## config.mk

```make
export PLATFORM = sky130hd
export DESIGN_NAME = logistic_seq_mc_flat
export DESIGN_NICKNAME = d
export VERILOG_FILES = /design/src/rtl/logistic_seq_mc_if.sv /design/src/rtl/logistic_seq_mc.sv /design/src/flat_wrapper.sv
export SDC_FILE = /design/constraint.sdc
export NUM_CORES = 2
export LEC_CHECK = 0
export ABC_AREA = 1
export ABC_CLOCK_PERIOD_IN_PS = 17400
export CORE_MARGIN = 2
export CORE_UTILIZATION = 60
export DETAILED_ROUTE_END_ITERATION = 6
export PLACE_DENSITY = 0.82
export SLEW_MARGIN = 20
export SYNTH_ARGS = -nofsm -noshare
export SYNTH_HDL_FRONTEND = slang
export SYNTH_SLANG_ARGS = --single-unit
```

## constraint.sdc

```tcl
create_clock -name clk -period 17.4 [get_ports clk]
set_clock_uncertainty 0.1 [all_clocks]
set_input_delay 4.35 -clock clk [delete_from_list [all_inputs] [get_ports clk]]
set_output_delay 4.35 -clock clk [all_outputs]
set_load 0.02 [all_outputs]
```

## src/rtl/logistic_seq_mc_if.sv

```systemverilog
// Seed/output handshake bundle for the multi-channel logistic chaos generator.
// Channel k of chaos_x0 / chaos_xout sits at bits [k*W +: W].
interface logistic_seq_mc_if #(
  parameter int CH = 2,
  parameter int W  = 16
);
  logic [CH*W-1:0] chaos_x0;
  logic [W+1:0]    chaos_mu;
  logic            chaos_x0_vld;
  logic            chaos_x0_rdy;
  logic            chaos_stop;
  logic [CH*W-1:0] chaos_xout;
  logic            chaos_xout_vld;
  logic            chaos_xout_rdy;
  logic            chaos_busy;

  modport master (
    output chaos_x0, chaos_mu, chaos_x0_vld, chaos_stop, chaos_xout_rdy,
    input  chaos_x0_rdy, chaos_xout, chaos_xout_vld, chaos_busy
  );

  modport slave (
    input  chaos_x0, chaos_mu, chaos_x0_vld, chaos_stop, chaos_xout_rdy,
    output chaos_x0_rdy, chaos_xout, chaos_xout_vld, chaos_busy
  );
endinterface

```

## src/rtl/logistic_seq_mc.sv

```systemverilog
// CH-channel logistic map x <- mu*x*(1-x) in Q0.W with shared mu, burn-in and handshakes.
// One lane instance per channel; the FSM only sequences the two-phase update.
module logistic_seq_mc_lane #(
  parameter int W = 16
) (
  input  logic           clk,
  input  logic           rst_n,
  input  logic           ld_i,
  input  logic           calc_a_i,
  input  logic           calc_b_i,
  input  logic [W-1:0]   seed_i,
  input  logic [W+1:0]   mu_i,
  output logic [W-1:0]   x_nxt_o
);
  localparam logic [2*W-1:0] ONE = (2*W)'(1) << W;

  logic [W-1:0]     x_q, t_q, t_d, y, seed_fix;
  logic [2*W-1:0]   sq;
  logic [2*W+1:0]   my;
  logic [W+1:0]     y_full;

  always_comb begin
    sq       = (2*W)'(x_q) * (ONE - (2*W)'(x_q));
    t_d      = W'(sq >> W);
    my       = (2*W+2)'(mu_i) * (2*W+2)'(t_q);
    y_full   = (W+2)'(my >> W);
    // Saturate above 1.0 and never let a lane collapse onto the zero fixed point.
    if (|y_full[W+1:W])       y = '1;
    else if (y_full == '0)    y = W'(1);
    else                      y = y_full[W-1:0];
    seed_fix = (seed_i == '0) ? W'(1) : seed_i;
    x_nxt_o  = ld_i ? seed_fix : (calc_b_i ? y : x_q);
  end

  always_ff @(posedge clk or negedge rst_n) begin
    if (!rst_n) begin
      x_q <= '0;
      t_q <= '0;
    end else begin
      if (ld_i || calc_b_i) x_q <= x_nxt_o;
      if (calc_a_i)         t_q <= t_d;
    end
  end
endmodule

module logistic_seq_mc #(
  parameter int CH         = 2,
  parameter int W          = 16,
  parameter int ITERATIONS = 200,
  parameter int MODE       = 0
) (
  input  logic               clk,
  input  logic               rst_n,
  logistic_seq_mc_if.slave   bus
);
  localparam int CW = (ITERATIONS < 1) ? 1 : $clog2(ITERATIONS + 1);
  localparam logic [CW-1:0] LAST = CW'(ITERATIONS);

  typedef enum logic [1:0] {IDLE, CALC_A, CALC_B, OUT} state_e;

  state_e                 state_q;
  logic [CW-1:0]          cnt_q, cnt_d;
  logic [W+1:0]           mu_q;
  logic                   stream_q;
  logic                   vld_q;
  logic [CH-1:0][W-1:0]   xout_q;
  logic [CH-1:0][W-1:0]   seed;
  logic [CH-1:0][W-1:0]   x_nxt;
  logic                   rdy, accept, calc_a, calc_b;

  assign seed   = bus.chaos_x0;
  // Stop gates ready so a seed offered alongside stop is never taken.
  assign rdy    = (state_q == IDLE) && !bus.chaos_stop;
  assign accept = rdy && bus.chaos_x0_vld;
  assign calc_a = (state_q == CALC_A);
  assign calc_b = (state_q == CALC_B);
  assign cnt_d  = cnt_q + 1'b1;

  for (genvar k = 0; k < CH; k++) begin : g_lane
    logistic_seq_mc_lane #(.W(W)) u_lane (
      .clk      (clk),
      .rst_n    (rst_n),
      .ld_i     (accept),
      .calc_a_i (calc_a),
      .calc_b_i (calc_b),
      .seed_i   (seed[k]),
      .mu_i     (mu_q),
      .x_nxt_o  (x_nxt[k])
    );
  end

  always_ff @(posedge clk or negedge rst_n) begin
    if (!rst_n) begin
      state_q  <= IDLE;
      cnt_q    <= '0;
      mu_q     <= '0;
      stream_q <= 1'b0;
      vld_q    <= 1'b0;
      xout_q   <= '0;
    end else if (bus.chaos_stop) begin
      state_q <= IDLE;
      vld_q   <= 1'b0;
    end else begin
      case (state_q)
        IDLE: if (accept) begin
          mu_q     <= bus.chaos_mu;
          cnt_q    <= '0;
          stream_q <= 1'b0;
          if (ITERATIONS == 0) begin
            state_q <= OUT;
            vld_q   <= 1'b1;
            xout_q  <= x_nxt;
          end else begin
            state_q <= CALC_A;
          end
        end
        CALC_A: state_q <= CALC_B;
        CALC_B: begin
          // Once streaming, every further iteration is a beat; burn-in count no longer applies.
          if (MODE == 1 && stream_q) begin
            state_q <= OUT;
            vld_q   <= 1'b1;
            xout_q  <= x_nxt;
          end else begin
            cnt_q <= cnt_d;
            if (cnt_d == LAST) begin
              state_q <= OUT;
              vld_q   <= 1'b1;
              xout_q  <= x_nxt;
            end else begin
              state_q <= CALC_A;
            end
          end
        end
        OUT: if (bus.chaos_xout_rdy) begin
          vld_q    <= 1'b0;
          stream_q <= 1'b1;
          state_q  <= (MODE == 1) ? CALC_A : IDLE;
        end
        default: state_q <= IDLE;
      endcase
    end
  end

  assign bus.chaos_x0_rdy   = rdy;
  assign bus.chaos_xout     = xout_q;
  assign bus.chaos_xout_vld = vld_q;
  assign bus.chaos_busy     = (state_q != IDLE);
endmodule

```

## src/flat_wrapper.sv

```systemverilog
// flat-port wrapper written by rule: the top's interface ports become plain ports
module logistic_seq_mc_flat 
#(
  parameter int CH         = 2,
  parameter int W          = 16,
  parameter int ITERATIONS = 200,
  parameter int MODE       = 0
)
  (clk, rst_n, bus_chaos_x0, bus_chaos_mu, bus_chaos_x0_vld, bus_chaos_stop, bus_chaos_xout_rdy, bus_chaos_x0_rdy, bus_chaos_xout, bus_chaos_xout_vld, bus_chaos_busy);
  logistic_seq_mc_if #(.CH(CH), .W(W)) bus_i ();
  input  logic clk;
  input  logic rst_n;
  input wire logic [$bits(bus_i.chaos_x0)-1:0] bus_chaos_x0;
  input wire logic [$bits(bus_i.chaos_mu)-1:0] bus_chaos_mu;
  input wire logic [$bits(bus_i.chaos_x0_vld)-1:0] bus_chaos_x0_vld;
  input wire logic [$bits(bus_i.chaos_stop)-1:0] bus_chaos_stop;
  input wire logic [$bits(bus_i.chaos_xout_rdy)-1:0] bus_chaos_xout_rdy;
  output wire logic [$bits(bus_i.chaos_x0_rdy)-1:0] bus_chaos_x0_rdy;
  output wire logic [$bits(bus_i.chaos_xout)-1:0] bus_chaos_xout;
  output wire logic [$bits(bus_i.chaos_xout_vld)-1:0] bus_chaos_xout_vld;
  output wire logic [$bits(bus_i.chaos_busy)-1:0] bus_chaos_busy;
  assign bus_i.chaos_x0 = bus_chaos_x0;
  assign bus_i.chaos_mu = bus_chaos_mu;
  assign bus_i.chaos_x0_vld = bus_chaos_x0_vld;
  assign bus_i.chaos_stop = bus_chaos_stop;
  assign bus_i.chaos_xout_rdy = bus_chaos_xout_rdy;
  assign bus_chaos_x0_rdy = bus_i.chaos_x0_rdy;
  assign bus_chaos_xout = bus_i.chaos_xout;
  assign bus_chaos_xout_vld = bus_i.chaos_xout_vld;
  assign bus_chaos_busy = bus_i.chaos_busy;
  logistic_seq_mc #(.CH(CH), .W(W), .ITERATIONS(ITERATIONS), .MODE(MODE)) u_core (.clk(clk), .rst_n(rst_n), .bus(bus_i));
endmodule
```

==> results.cfg <==
[outcome]
status = finished clean

[route]
vias = 36000
routed_via_density = 5.47
drtPass1Iterations = 6
wl_per_cell_um = 17.6
wl_um = 116000
drt_iter0_drc = 2876
post-route-drc-count = 0
ant_nets = 0

[worst_setup_path]
cp-start-kind = input port
r2r_cells = 29
cp_max_fo = 7
cp-startpoint = bus_chaos_stop
cp_top_family = buffers and inverters
worst-setup-path-type = input port to primary output
endpoint = bus_chaos_x0_rdy
crit_slowest_cell = clkdlybuf4s50_1
cp.required_ns = 12.95
reg2reg_setup_slack_ns = 8.61
worstSetupPathDepth = 3
critPathBufInv = 2
endpoint_kind = primary output
cp_common_cell = clkdlybuf4s50_1
reg2reg_from = u_core.g_lane[0].u_lane.x_q[0]
cp.arrival_ns = 5.80
crit_path_max_incr_delay_ns = 0.66
worstReg2RegEnd = u_core.g_lane[0].u_lane.t_q[13]
critical_path.cell_chain = clkdlybuf4s50_1 -> nor2_1 -> clkdlybuf4s50_1

[hold_path]
hold_class = register to register

[place]
place.gp.congestion = 0.978
hpwl_um = 92800
io_buffers = 89

[final_layout]
num-nets-final = 6965
multiInputGateArea_sq_um = 33500
register_area_sq_um = 3130
areaGrowthSynthToFinish_pct = 4.93
fill_cells = 6153
drive_gt1_frac = 0.0265
antenna_cells = 0
fin_util = 0.635

[job]
cap_violations = 0

[clocking]
cts_buffers = 17
cts.sinks = 125
holdBufCountCts = 0
cts_root_buf = clkbuf_16
h-tree-depth = 4
post_cts_resized = 0
cts_setup_buffers = 0
cts_max_path_buffers = 2
cts_tree = done
clk_latency_ns = 0.50
cts.reportedPaths.clkPinSlew_ns = 0.06

[timing]
fmax_ghz = 0.0976
setup_tns_ns = 0
min_period_ns = 10.25
setup_violations = 0
slew_headroom = 0.261
finalMaxSlewViolations = 0
rsz0062_at_grt = false
fin_hold_ws_ns = 0.381
worst_pin_slew_ns = 1.11
post-route-period-util = 0.589
hold_violations = 0

[logic_synthesis]
synthFlopType = dfrtp_1
synth.distinct_cells = 53
yosys_warnings = 0
synth_edf_count = 0
synthCells = 5672
ys_ff_latch = 125
ys_seq_area_frac = 0.0724
synth_area_sq_um = 43200
avgSynthCellArea_sq_um = 7.61
async_flop_share = 1.00

[global_routing]
grt_max_degree = 74
grt_pass1_wl_um = 191000
grt_remaining_overflow = 0
gr-usage-all-layers = 0.327
antenna_found_initial = 0
grt_pass1_vias = 38100

[floorplanning]
initial_utilization = 0.605
die_x_um = 272
core-area_sq_um = 71400
die_h_um = 272
dieArea_sq_um = 74100
rows = 98
io_pins = 90
[synth_stat cells, types with 5 or more instances]
library cell	n	share of area
o31ai_1	5	0.00087
nand4_1	20	0.0029
xnor2_1	23	0.0047
nor2_1	283	0.025
a21oi_1	133	0.015
clkbuf_1	187	0.016
a21o_1	7	0.0012
o221ai_1	9	0.0018
buf_2	5	0.00058
dfrtp_1	125	0.072
o21ai_2	13	0.0026
nand2_1	1642	0.14
fa_1	854	0.40
clkinv_1	18	0.0016
ha_1	440	0.13
o21ai_0	76	0.0088
o21bai_1	11	0.0019
nand3_1	92	0.011
inv_1	1496	0.13
nor3_1	37	0.0043
a31oi_1	9	0.0013
inv_2	7	0.00061
nand3b_1	13	0.0023
nor4_1	19	0.0028
o211ai_1	7	0.0012
o211ai_2	15	0.0043
o22ai_1	5	0.00072
xor2_1	14	0.0028
o21a_1	7	0.0012
or2_2	8	0.0012
nand2_2	13	0.0019
buf_1	28	0.0024
o21ai_1	8	0.00093
[cells in the final DEF (no fill, tap or decap), types with 11 or more instances in the layout]
master,instances
o211ai_2,15
nand4_1,20
nor2_1,281
nand2_1,1642
o21bai_1,11
dfrtp_1,124
clkbuf_16,17
inv_1,1495
clkinv_1,18
fa_1,854
o21ai_0,76
a21oi_1,133
clkdlybuf4s50_1,88
nor3_1,37
nand3_1,92
o21ai_2,13
xnor2_1,23
nand3b_1,13
nor4_1,19
buf_4,39
ha_1,440
nand2_2,13
xor2_1,14
conb_1,26
[worst register-to-register path, delay by kind of cell (launching register included)]
| family | cells | cell delay (ns) |
|---|---|---|
| buf+inv | 9 | 1.44 |
| flops | 1 | 0.37 |
| fa+ha+maj | 9 | 3.89 |
| compound gates | 5 | 1.18 |
| simple gates | 6 | 1.75 |
[through the flow]
step | setup slack, ns | instance area, sq um | cells
3_3_place_gp | 7.25 | 44800 | 6547
2_1_floorplan | 8.28 | 43300 | 5696
3_5_place_dp | 7.18 | 44800 | 6547
5_1_grt | 7.11 | 45300 | 6578
4_1_cts | 7.17 | 45300 | 6578
6_report | 7.15 | 45300 | 6578
[flip-flops by register name, summed over array words and instances, names as in the netlist]
register                   cells
u_core.g_lane.u_lane.t_q      32
u_core.state_q                 2
u_core.bus.chaos_xout_vld      1
u_core.cnt_q                   8
u_core.g_lane.u_lane.x_q      32
u_core.bus.chaos_xout         32
u_core.mu_q                   18
[per-layer routing]
layer | track usage | vias to the layer above | share of wire
met3 | 0.0604 | 367 | 0.090
met1 | 0.405 | 17600 | 0.38
met5 | 0 | - | 0
met4 | 0.148 | 0 | 0.048
li1 | - | 16300 | -
met2 | 0.558 | 1757 | 0.48
[final cells by class]
cell class,instances,share of cell area
inverters,1521,0.126
well taps,950,0.0262
multi-input cells,3823,0.740
clock buffers,18,0.00969
flip-flops and latches,125,0.0691
clock inverters,13,0.00260
repair buffers,128,0.0262
[cells by family after synthesis]
logic type      share of synthesized area
other cells                      0.000174
compound gates                     0.0458
xor+xnor                          0.00750
simple gates                        0.197
flops                              0.0724
fa+ha+maj                           0.523
buf+inv                             0.153
[worst min path at each step]
stage                              startpoint                        end  slack (ns)  cells past startpoint
global route         u_core.bus.chaos_xout[1]   u_core.bus.chaos_xout[1]        0.40                      2
detailed placement   u_core.bus.chaos_xout[4]   u_core.bus.chaos_xout[4]        0.37                      2
global placement               u_core.mu_q[2]             u_core.mu_q[2]        0.36                      2
finish               u_core.bus.chaos_xout[4]   u_core.bus.chaos_xout[4]        0.38                      2
floorplan                     u_core.cnt_q[0]            u_core.cnt_q[0]        0.42                      1
CTS                 u_core.bus.chaos_xout[20]  u_core.bus.chaos_xout[20]        0.38                      2
Power is not shown: default switching activity piles up to over one toggle a cycle in this logic, so the estimate is an artifact.
